### src/rtl/truth_table_scanner.sv
// Drives all four input combinations of a 2-input combinational block, samples its
// response after a settle time, and compares the captured truth table to an expected one.
module truth_table_scanner #(
   parameter int SETTLE_CYCLES = 2
) (
   input  logic       clk,
   input  logic       reset_n,
   input  logic       start,
   input  logic [3:0] expected,
   input  logic       resp,
   output logic       x,
   output logic       y,
   output logic       busy,
   output logic       done,
   output logic [3:0] table_out,
   output logic       match,
   output logic [2:0] err_count
);

   typedef enum logic [1:0] {
      IDLE = 2'd0,
      SCAN = 2'd1,
      DONE = 2'd2
   } state_t;

   localparam logic [3:0] CNT_LAST = 4'(SETTLE_CYCLES - 1);

   state_t     state_q, state_d;
   logic [1:0] index_q, index_d;
   logic [3:0] cnt_q, cnt_d;
   logic [3:0] exp_q, exp_d;
   logic [3:0] table_q, table_d;
   logic [2:0] err_q, err_d;
   logic       match_q, match_d;
   logic       x_q, x_d;
   logic       y_q, y_d;
   logic       busy_q, busy_d;
   logic       done_q, done_d;

   always_comb begin
      state_d = state_q;
      index_d = index_q;
      cnt_d   = cnt_q;
      exp_d   = exp_q;
      table_d = table_q;
      err_d   = err_q;
      match_d = match_q;

      case (state_q)
         IDLE: begin
            if (start) begin
               state_d = SCAN;
               index_d = 2'd0;
               cnt_d   = 4'd0;
               exp_d   = expected;
               table_d = 4'b0000;
               err_d   = 3'd0;
               match_d = 1'b0;
            end
         end
         SCAN: begin
            if (cnt_q == CNT_LAST) begin
               cnt_d            = 4'd0;
               table_d[index_q] = resp;
               // err_count can reach at most 4 with four entries; the guard keeps it there.
               if ((resp != exp_q[index_q]) && (err_q < 3'd4)) begin
                  err_d = err_q + 3'd1;
               end
               if (index_q == 2'd3) begin
                  state_d = DONE;
                  match_d = (err_d == 3'd0);
               end else begin
                  index_d = index_q + 2'd1;
               end
            end else begin
               cnt_d = cnt_q + 4'd1;
            end
         end
         DONE: begin
            state_d = IDLE;
         end
         default: begin
            state_d = IDLE;
         end
      endcase

      // Outputs are registered from the next-state view so they line up with the state.
      busy_d = (state_d == SCAN);
      done_d = (state_d == DONE);
      x_d    = (state_d == SCAN) & index_d[1];
      y_d    = (state_d == SCAN) & index_d[0];
   end

   always_ff @(posedge clk) begin
      if (!reset_n) begin
         state_q <= IDLE;
         index_q <= 2'd0;
         cnt_q   <= 4'd0;
         exp_q   <= 4'd0;
         table_q <= 4'd0;
         err_q   <= 3'd0;
         match_q <= 1'b0;
         x_q     <= 1'b0;
         y_q     <= 1'b0;
         busy_q  <= 1'b0;
         done_q  <= 1'b0;
      end else begin
         state_q <= state_d;
         index_q <= index_d;
         cnt_q   <= cnt_d;
         exp_q   <= exp_d;
         table_q <= table_d;
         err_q   <= err_d;
         match_q <= match_d;
         x_q     <= x_d;
         y_q     <= y_d;
         busy_q  <= busy_d;
         done_q  <= done_d;
      end
   end

   assign x         = x_q;
   assign y         = y_q;
   assign busy      = busy_q;
   assign done      = done_q;
   assign table_out = table_q;
   assign match     = match_q;
   assign err_count = err_q;

endmodule

### config.mk
export PLATFORM = sky130hd
export DESIGN_NAME = truth_table_scanner
export DESIGN_NICKNAME = d
export VERILOG_FILES = /design/src/rtl/truth_table_scanner.sv
export SDC_FILE = /design/constraint.sdc
export NUM_CORES = 1
export LEC_CHECK = 0
export BUFFER_PORTS_ARGS = -buffer_cell sky130_fd_sc_hd__buf_2
export CAP_MARGIN = 20
export CORE_ASPECT_RATIO = 1.1
export CORE_MARGIN = 1
export CORE_UTILIZATION = 52
export CTS_CLUSTER_SIZE = 25
export DETAILED_ROUTE_END_ITERATION = 8
export GPL_TIMING_DRIVEN = 0
export PLACE_DENSITY = 0.82
export SETUP_SLACK_MARGIN = 0.05
export SYNTH_ARGS = -nofsm -noshare
export SYNTH_HDL_FRONTEND = slang
export SYNTH_SLANG_ARGS = --single-unit
export TNS_END_PERCENT = 50
### constraint.sdc
create_clock -name clk -period 2.3 [get_ports clk]
set_input_delay 0.46 -clock clk [delete_from_list [all_inputs] [get_ports clk]]
set_output_delay 0.46 -clock clk [all_outputs]
set_load 0.005 [all_outputs]
Yosys cells after proc, flatten, opt, wreduce, memory -nomap -nowiden

Cells that the tools add are included.

Reductions and logical operators: 9
Add/sub/neg operators: 3
Equal/unequal tests: 9
$lt $le $gt $ge: 3
Bitwise gates (word level): 2
Mux-type cells: 28

Operators by type and width:

| kind                | count |
|---|---|
| $pmux 4 s2          | 2 |
| $mux 3              | 5 |
| $mux 2              | 6 |
| $mux 4              | 3 |
| $pmux 2 s2          | 2 |
| $ne 2x2->1 const B  | 3 |
| $pmux 3 s2          | 1 |
| $mux 1              | 5 |
| $add 4x1->4 const B | 1 |
| $bwmux 4            | 1 |
| $eq 2x1->1 const B  | 2 |
| $eq 2x2->1 const B  | 2 |
| $eq 4x1->1 const B  | 1 |
| $reduce_and 2->1    | 2 |
| $reduce_and 4->1    | 1 |
| $add 3x1->3 const B | 1 |
| $logic_not 3->1     | 1 |
| $lt 2x3->1 const B  | 1 |
| $lt 3x3->1 const B  | 1 |
| $reduce_and 3->1    | 1 |
| $add 2x1->2 const B | 1 |
| $and 1x1->1         | 2 |
| $bmux 1 s2          | 1 |
| $demux 1 s2         | 1 |
| 6 further kinds     | 7 |

Register bits: 24
Input bits: 8
Logic and storage cells: 65
Output and inout bits: 12

Depth between registers and ports, before layout

Depth after elaboration: 11
Gate-level depth with buffers: 8
Depth with buffers taken out: 7

Worst setup path before layout

No wires, ideal clock.

Kind: register to register
Start: register index_q[0]
End: register match_q (netlist: match)
Stages on the path, launching flop included: 6
Clock period less this slack: 1.731 ns
Arrival time: 1.663 ns
Library setup time: 0.069 ns
Required time: 2.231 ns
Path slack: 0.569 ns
Path buffers: 0
Path through: dfxtp_1 mux4_2 xnor2_2 nor2_2 mux2_1 o21ai_1

Cells in the longest elaborated chain, start to end: 11
Elaborated cells on any way between the ends: 14
Those cells by class: eq/ne: 3; mux: 8; reduce/logical: 3

Ends and longest elaborated chain:

| what                         | RTL line | source |
|---|---|---|
| from (decl)                  | 29       | `logic [1:0] index_q, index_d;` |
| from (signal assigned)       | 109      | `index_q <= index_d;` |
| $bmux 1 s2                   | 66       | `if ((resp != exp_q[index_q]) && (err_q < 3'd4)) begin` |
| $mux 1 (implied by the code) | 66       |  |
| $ne 1x1->1                   | 66       |  |
| $logic_and 1x1->1            | 66       |  |
| $mux 3                       | 66       |  |
| $mux 3                       | 62       | `if (cnt_q == CNT_LAST) begin` |
| $mux 3                       | 49       | `case (state_q)` |
| $logic_not 3->1              | 71       | `match_d = (err_d == 3'd0);` |
| $mux 1                       | 69       | `if (index_q == 2'd3) begin` |
| $mux 1                       | 62       |  |
| $pmux 1 s2                   | 49       |  |
| to (signal assigned)         | 114      | `match_q <= match_d;` |
| to (decl)                    | 34       | `logic match_q, match_d;` |

Several ways; a longest one is shown, not always the timed one. The select of a mux whose other input is x is not followed.
A chain may end at the register's enable or synchronous reset.

Final worst setup path

Start: register index_q[0]
End: register err_q[1] (netlist: err_count[1])

Cells in the longest elaborated chain, start to end: 9

Ends and longest elaborated chain:

| what                         | RTL line | source |
|---|---|---|
| $bmux 1 s2                   | 66       |  |
| $mux 1 (implied by the code) | 66       |  |
| $ne 1x1->1                   | 66       |  |
| $logic_and 1x1->1            | 66       |  |
| $mux 3                       | 66       |  |
| $mux 3                       | 62       |  |
| $mux 3                       | 49       |  |
| $mux 3                       | 62       |  |
| $pmux 3 s2                   | 49       |  |
| to (signal assigned)         | 113      | `err_q <= err_d;` |
| to (decl)                    | 33       | `logic [2:0] err_q, err_d;` |

No other way between the ends. The select of a mux whose other input is x is not followed.

==> flow_summary.json <==
{
  "antenna_found_initial": 0,
  "setup_viol": 0,
  "antenna_cells": 0,
  "die_h_um": 49.0,
  "htree_levels": 1,
  "cts_tree": "built",
  "fillCellCount": 163,
  "wl_um": 2030,
  "p_leak_nw": 0.531,
  "dr.first_iter.drc_count": 26,
  "finalCritPeriodShare": 0.836,
  "grt_usage": 0.220,
  "outcome": "completed",
  "arrival_ps": 2140,
  "dp_hpwl_um": 1520,
  "synth_seq_cells": 24,
  "clk_pin_slew_ps": 130,
  "cts_inserted_buffers": 3,
  "wl_met2_um": 1020,
  "top_layer_used": "met4",
  "ys_types": 38,
  "io_buffers": 19,
  "avgViaCountPerCell": 5.29,
  "synthToLayoutAreaGrowth_pct": 15.9,
  "met1_length_um": 897,
  "cts.path.max_buffers": 2,
  "overflow": 0,
  "crit_fanout": 7,
  "num_io_pins": 20,
  "startpoint_type": "flip-flop",
  "syn_nets": 127,
  "fin_area_mm2": 0.00121,
  "drt_first_pass_iters": 4,
  "mostFrequentLayoutCells": "dfxtp_1 (24), buf_2 (19), nor2_1 (18)",
  "max_freq_ghz": 0.520,
  "max-slew-margin-rel": 0.659,
  "synth.yosys.seq_area_share": 0.460,
  "layout-drive-gt1-share": 0.223,
  "fin_util": 0.658,
  "p_per_area_mw_per_mm2": 614,
  "yosys_warnings": 0,
  "ir_drop_mv": 0.486,
  "root_buffer": "clkbuf_4",
  "wire_per_inst_um": 12.2,
  "crit_required_ps": 2520,
  "final_common_cell": "dfxtp_1",
  "nNetsFinal": 151,
  "synth_edf_count": 0,
  "worst-path-buf-inv": 0,
  "critical-path-top-delay-family": "multiplexers",
  "synth_area_per_cell_um2": 9.01,
  "dieArea_mm2": 0.00219,
  "slowest_delay_ps": 580,
  "grt_pass1_vias": 830,
  "vias": 878,
  "row_count": 16,
  "ant_nets": 0,
  "slowest_stage": "mux4_2",
  "synth_ff_type": "dfxtp_1",
  "slew_violations": 0,
  "clk_latency_ps": 310,
  "rsz0062_at_grt": "false",
  "drv_cap": 0,
  "setup-tns-final_ps": 0,
  "synth_area_mm2": 0.00104,
  "tightest_slew_ps": 511,
  "hold_viol_final": 0,
  "syn_inst": 116,
  "grt_pass1_wl_um": 3570,
  "initial_utilization": 0.567,
  "fin_worst_skew_ps": 1.53,
  "core_area_mm2": 0.00184,
  "min_period_ps": 1920,
  "fin_hold_ws_ps": 367,
  "grt_max_degree": 14,
  "drcViolationCount": 0,
  "synth_async_sr_flop_share": 0,
  "path_cells": "mux4_2 -> xnor2_2 -> nor2_2 -> and3_2 -> o21a_1",
  "dieWidth_um": 44.7,
  "wl_met3_um": 96,
  "cts_setup_buffers": 0,
  "end_kind": "flip-flop",
  "clkSinkCount": 24,
  "min_path_type": "input port to flip-flop",
  "worstSetupPathType": "flip-flop to flip-flop",
  "routabilityCongestion": 0.804,
  "placed_area_mm2": 0.00117
}
## synthesized netlist by cell type (2+ instances only)
library cell   n  area, um2
nor2_1        18       67.6
nand3_1        4       20.0
dfxtp_1       24        480
nand2b_1       2       12.5
nor3b_1        2       15.0
inv_1          4       15.0
clkbuf_1       2       7.51
o21ai_0        2       10.0
nor3_1         2       10.0
a21oi_1        6       30.0
a22oi_1        2       15.0
nor2b_1        2       12.5
nand2_1       15       56.3
ha_1           3       37.5
and3_1         2       12.5
mux2i_1        4       40.0
## per-stage QoR
stage | instances | worst slack, ps | total power [mW]
after CTS | 166 | 244 | 0.746
after global routing | 166 | 195 | 0.784
after global placement | 162 | 448 | 0.527
after floorplan | 116 | 569 | 0.503
after detailed placement | 162 | 291 | 0.530
final | 166 | 376 | 0.743
## sequential cells by signal (all words and copies together), names as in the netlist
signal     count
exp_q          4
cnt_q          4
y              1
busy           1
done           1
err_count      3
x              1
table_out      4
index_q        2
match          1
state_q        2
## report_power, final
part	internal, mW	leakage (nW)	total [mW]	switching (mW)
Clock	0.0968	0.0210	0.221	0.124
Sequential	0.428	0.195	0.438	0.0102
Combinational	0.0359	0.315	0.0842	0.0484
Total	0.560	0.531	0.743	0.183
## area by class of cell
type / instances / area [um2] / area share
Tap cell: 27 / 33.8 / 0.0279
Sequential cell: 24 / 480 / 0.397
Buffer: 2 / 8.76 / 0.00723
Clock buffer: 4 / 36.3 / 0.0300
Inverter: 4 / 15.0 / 0.0124
Multi-Input combinational cell: 86 / 542 / 0.447
Timing Repair Buffer: 19 / 95.1 / 0.0785
## cells by family (layout without fill, tap and decap cells)
logic type,after synthesis,in the layout,synth area share
flip-flops,24,24,0.460
buffers and inverters,6,29,0.0216
XOR/XNOR,3,3,0.0323
AO/OA/AOI/OAI,19,19,0.121
adder cells (fa/ha/maj),3,3,0.0359
AND/OR/NAND/NOR,55,55,0.259
multiplexers,6,6,0.0707
## tightest hold or removal path: stages
cell	delay, ps
buf_2	90
nand2_1	50
a21oi_1	50
## worst paths after layout
path	slack [ps]	end	cells past startpoint	from
worst max register to register	380	err_count[1]	5	index_q[0]
worst min register to register	470	exp_q[2]	2	exp_q[2]
worst max-delay path	380	err_count[1]	5	index_q[0]
worst min-delay path	370	exp_q[2]	3	expected[2]
## routing by layer
layer / global-route usage / up-vias
li1: - / 442
met1: 0.266 / 404
met2: 0.350 / 28
met3: 0.0667 / 4
met4: 0.101 / 0
met5: 0 / -
## what timing repair did
item / in CTS / in global routing
endpoints found under the setup margin: 0 / 1
hold buffers: 0 / 0
gates resized for setup: 0 / 2
Power figures use the tool's default switching activity.
